===== config.mk =====
export PLATFORM = sky130hd
export DESIGN_NAME = operand_loader
export DESIGN_NICKNAME = d
export VERILOG_FILES = /design/src/rtl/operand_loader.sv
export SDC_FILE = /design/constraint.sdc
export NUM_CORES = 1
export LEC_CHECK = 0
export CELL_PAD_IN_SITES_DETAIL_PLACEMENT = 0
export CELL_PAD_IN_SITES_GLOBAL_PLACEMENT = 1
export CORE_UTILIZATION = 22
export DETAILED_ROUTE_END_ITERATION = 16
export GPL_ROUTABILITY_DRIVEN = 0
export GPL_TIMING_DRIVEN = 0
export PLACE_DENSITY = 0.72
export SLEW_MARGIN = 20
export SYNTH_ARGS = -nofsm -noshare
export SYNTH_HDL_FRONTEND = slang
export SYNTH_SLANG_ARGS = --single-unit

===== constraint.sdc =====
create_clock -name clock -period 1.79 [get_ports clock]
set_input_delay 0.537 -clock clock [delete_from_list [all_inputs] [get_ports clock]]
set_output_delay 0.537 -clock clock [all_outputs]
set_load 0.005 [all_outputs]

===== src/rtl/operand_loader.sv =====
// rtl/operand_loader.sv - operand sequencer with valid/ready output stage
// Step mode emits one channel per LOAD; burst mode streams all channels from one LOAD.
module operand_loader #(
   parameter int WIDTH    = 4,
   parameter int CHANNELS = 2,
   parameter int AUTO     = 0,
   localparam int IDXW    = $clog2(CHANNELS)
) (
   input  logic                      clock,
   input  logic                      reset,
   input  logic [3:0]                tx,
   input  logic [CHANNELS*WIDTH-1:0] in_bus,
   input  logic                      ready,
   output logic [WIDTH-1:0]          entrada,
   output logic [IDXW-1:0]           contador,
   output logic                      valid,
   output logic                      last,
   output logic                      busy
);

   localparam logic [3:0]      TX_CLEAR = 4'd0;
   localparam logic [3:0]      TX_LOAD  = 4'd1;
   localparam logic [3:0]      TX_HOLD  = 4'd2;
   localparam logic [IDXW-1:0] LAST_IDX = IDXW'(CHANNELS - 1);

   typedef enum logic {S_IDLE, S_BURST} state_t;

   state_t           state_q, state_d;
   logic [WIDTH-1:0] entrada_q, entrada_d;
   logic [IDXW-1:0]  contador_q, contador_d;
   logic             valid_q, valid_d;
   logic             last_q, last_d;
   logic             stage_free;
   logic             emit;
   logic             at_last;
   logic [WIDTH-1:0] chan_word;

   always_comb begin
      chan_word = '0;
      for (int k = 0; k < CHANNELS; k++) begin
         if (contador_q == IDXW'(k)) begin
            chan_word = in_bus[k*WIDTH +: WIDTH];
         end
      end
   end

   always_comb begin
      stage_free = !valid_q || ready;
      at_last    = (contador_q == LAST_IDX);
      // In BURST anything but HOLD or CLEAR keeps the stream going.
      if (AUTO != 0) begin
         emit = stage_free &&
                (((state_q == S_IDLE) && (tx == TX_LOAD)) ||
                 ((state_q == S_BURST) && (tx != TX_HOLD) && (tx != TX_CLEAR)));
      end else begin
         emit = stage_free && (tx == TX_LOAD);
      end

      state_d    = state_q;
      entrada_d  = entrada_q;
      contador_d = contador_q;
      valid_d    = valid_q;
      last_d     = last_q;

      if (tx == TX_CLEAR) begin
         state_d    = S_IDLE;
         entrada_d  = '0;
         contador_d = '0;
         valid_d    = 1'b0;
         last_d     = 1'b0;
      end else if (emit) begin
         entrada_d  = chan_word;
         valid_d    = 1'b1;
         last_d     = at_last;
         contador_d = at_last ? '0 : contador_q + 1'b1;
         state_d    = at_last ? S_IDLE : S_BURST;
      end else if (stage_free) begin
         valid_d = 1'b0;
         last_d  = 1'b0;
      end
   end

   always_ff @(posedge clock) begin
      if (reset) begin
         state_q    <= S_IDLE;
         entrada_q  <= '0;
         contador_q <= '0;
         valid_q    <= 1'b0;
         last_q     <= 1'b0;
      end else begin
         state_q    <= state_d;
         entrada_q  <= entrada_d;
         contador_q <= contador_d;
         valid_q    <= valid_d;
         last_q     <= last_d;
      end
   end

   assign entrada  = entrada_q;
   assign contador = contador_q;
   assign valid    = valid_q;
   assign last     = last_q;
   assign busy     = (AUTO != 0) ? (state_q == S_BURST) : (contador_q != '0);

endmodule


# Word level (Yosys, flattened, before mapping)

Cells that the tools add are included.

Bits in registers: 7
Input bits: 15
Output and inout port bits: 8

Add/subtract/negate cells: 1
Equality and inequality tests: 1
Mux-type cells: 5
Reductions and logical operators: 6

Operators by type and width:

| operator                                            | number |
|---|---|
| equality test 4 x 1 -> 1 bit, second input constant | 1 |
| zero test 4 bit                                     | 1 |
| two-way mux 1 bit                                   | 4 |
| two-way mux 4 bit                                   | 1 |
| nonzero test 2 bit                                  | 1 |
| OR reduction 2 bit                                  | 1 |
| adder 1 bit, second input constant                  | 1 |
| logical AND 1 bit                                   | 1 |
| zero test 1 bit                                     | 1 |
| logical OR 1 bit                                    | 1 |

# Depth between registers and ports, before layout

Word-level depth: 4
Mapped depth: 4
Gate-level depth less buffers: 3

# Worst setup path before layout

OpenSTA, ideal clock, no wires.

Kind: input -> register
Start: in tx[1]
End: reg contador_q, in the netlist busy
Setup time: 0.071 ns
Data arrival time: 1.486 ns
Required time: 1.719 ns
Setup slack: 0.233 ns
Stages on the path: 3
Buffers on the path: 0
Cells stage by stage: or4b_4 -> or3_1 -> a21oi_1

Cells in the longest elaborated chain, start to end: 2
Elaborated cells on any way between the ends: 4

RTL lines:

| what                                                                   | line   | text |
|---|---|---|
| start, declared                                                        | 11     | `input logic [3:0] tx,` |
| equality test 4 x 1 -> 1 bit / zero test 4 bit (equally long branches) | 56, 65 |  |
| logical AND 1 bit / OR reduction 2 bit (equally long branches)         | -      |  |
| end signal, assigned                                                   | 93     | `contador_q <= contador_d;` |
| end, declared                                                          | 30     | `logic [IDXW-1:0] contador_q, contador_d;` |

Parallel ways exist; a longest one is shown, timed or not.
A chain may end at the register's enable or synchronous reset.

# Final worst setup path

Start: reg contador_q, in the netlist busy
End: out contador

RTL lines:

| what          | line | text |
|---|---|---|
| end, declared | 15   | `output logic [IDXW-1:0] contador,` |

No word-level cell between the ends.

==> out/qor.txt <==
Psw = 0.0869 mW
Register-to-register setup slack = 560 ps
I/O pins = 23
CP max stage delay = 480 ps
Post-CTS Setup Bufs = 0
Worst endpoint data arrival time = 1170 ps
Max_cap viols = 0
Post-CTS sizing = 5
RR Startpoint = valid
Netlist Area Pre-Place = 339 µm²
Worst Setup EP = contador
Top delay family on crit path = buffers and inverters
HPWL after DPL = 636 µm
Die Y-Extent = 41.3 µm
Area leader, netlist = dfxtp_1
Crit path depth = 2
Antenna violations before repair = 0
CP Class = flip-flop to output port
First-pass GRT wire length = 1.42 mm
Yosys top cell area share = 41.3%
Int Power = 0.290 mW
Clock sink count = 7
Comb pwr share = 18.0%
CP bufs+invs = 2
Status = finished, final reports clean
Hold Crit Class = flip-flop to flip-flop
CTS tree = built
DP Worst Slack = -474 ps
H-tree levels = 1
Post-Route WL = 884 µm
Overflow after GRT = 0
Starting Density = 24.8%
Ant diodes = 0
Final WS setup = 86.2 ps
Die Area = 1700 µm²
Pwr Total = 0.377 mW
Crit path max-delay cell type = clkdlybuf4s50_1
Vias = 374
Routed WL per cell = 11.6 µm
Final net count = 77
Skew final = 3.54 ps
Unique cell type count in the Yosys netlist = 16
Core box area = 1370 µm²
Pwr dens = 611 nW/µm²
Synthesis warning total = 0
Avg Cell Area, Syn = 9.69 µm²
Commonest non-fill, non-tap cell in the layout = clkdlybuf4s50_1
CP required = 1250 ps
Flops & latches, synth = 7
Final worst path period share = 95.2%
DR DRC count = 0
Number of global-route vias before repair = 325
DR iter-0 viols = 2
Clk slew on worst S/H paths = 50 ps
Maximum clock path buffer count = 2
Port bufs = 22
Post-synthesis sequential area ratio = 41.3%
Critical Path Source Type = flip-flop
Area of placed instances = 586 µm²
Worst Path Max Fanout = 3
Final setup viols = 0
Vias/cell = 4.92
CTS Root Buffer Type = clkbuf_4
GRT Total Usage = 13.9%
Post-CTS Hold Buffers = 0
Synth-to-layout area growth = 81.9%
Ratio of cells with drive above 1 in the final layout = 13.1%
RR Endpoint = entrada[0]
Clock power share = 38.8%
Leakage power = 0.211 nW
Tightest Pin Transition = 682 ps
Worst R2R Path Depth = 4
Final Hold Viols = 0
Fmax = 587 MHz
RSZ-0062 raised after global routing = no
Worst Setup SP = busy
Cells after Synth = 35
Rel. slew slack = 54.1%
Max IR drop VDD = 287 µV
Seq pwr share = 43.3%
TritonCTS buffer count = 3
Syn_nets = 50
Final Cell Area = 617 µm²
Largest net degree at the start of global routing = 11
Number of detailed-route iterations in the first pass = 4
Synth top area cells = dfxtp_1 (41%), mux2i_1 (12%), a21oi_1 (10%)
ANT nets after route = 0
Min Tclk post-route = 1700 ps
Clock latency on the worst-skew pair = 260 ps
Commonest non-fill, non-tap cells in the layout = clkdlybuf4s50_1 (18), a21oi_1 (7), dfxtp_1 (6)
CP cell instances = buf_4, clkdlybuf4s50_1
Switch share = 23.1%
FILL cells = 158
Final core occ = 45.1%
Die W = 41.3 µm
Crit. End Element = output port
Fin. max-slew vios = 0
Site row count = 13
==> cells in the mapped netlist <==
| cell type | n |
|---|---|
| nand2_1 | 1 |
| nor4b_2 | 1 |
| a21oi_1 | 7 |
| dfxtp_1 | 7 |
| nand3_1 | 1 |
| buf_4 | 1 |
| nand2b_1 | 1 |
| o41ai_1 | 1 |
| buf_1 | 2 |
| nor2b_1 | 1 |
| a311oi_1 | 4 |
| or3_1 | 1 |
| o21ai_0 | 1 |
| mux2i_1 | 4 |
| or4b_4 | 1 |
| inv_1 | 1 |
==> how the worst min path moves through the flow <==
stage	start	to	slack, ps	cells after the start
finish	last	last	460	2
global route	last	last	490	2
global placement	last	last	440	2
CTS	last	last	470	2
detailed placement	last	last	460	2
floorplan	last	last	450	2
==> power groups by stage <==
| stage | sequential, mW | clock [mW] | combinational (mW) |
|---|---|---|---|
| final | 0.163 | 0.146 | 0.0676 |
| after global routing | 0.163 | 0.164 | 0.0735 |
| after CTS | 0.163 | 0.153 | 0.0682 |
| after detailed placement | 0.166 | 0 | 0.0682 |
| after global placement | 0.166 | 0 | 0.0663 |
| after floorplan | 0.166 | 0 | 0.0202 |
==> cell type report <==
cell class	instances	area, µm²	area share (%)
plain buffers	3	15.0	2.43
clock buffers	4	26.3	4.26
inverters	1	3.75	0.609
multi-input cells	24	196	31.8
flip-flops and latches	7	141	22.9
well taps	15	18.8	3.04
repair buffers	22	215	34.9
==> per-layer routing <==
metal,share of wire (%),global-route usage (%),wire length (µm)
met1,45,15.9,400
met2,45,19.1,397
met3,6.8,6.52,60
met4,2.9,12.1,26
met5,0,0,0
==> worst min-delay path, cell delays in order, from the launching register on <==
cell     delay (ps)
dfxtp_1         310
nand2_1          50
a21oi_1          50
==> registers in the layout, summed over array words and instances (netlist names) <==
register	cells
valid	1
busy	1
last	1
entrada	4
==> cells by family (layout without fill, tap and decap cells) <==
family	count (synthesis)	in the layout	synth area share, %
AOI/OAI and AO/OA	13	13	24.7
muxes	4	4	11.8
buffers and inverters	4	30	5.54
DFF	7	7	41.3
and+or+nand+nor	7	7	16.6
==> per-stage QoR <==
step	setup TNS [ps]	hold WS, ps	std cells
6_report	0	458	76
5_1_grt	0	486	76
3_3_place_gp	-3800	445	72
3_5_place_dp	-2640	458	72
2_1_floorplan	0	448	35
4_1_cts	0	465	76
Note: power is estimated with default switching activity, not from simulation.
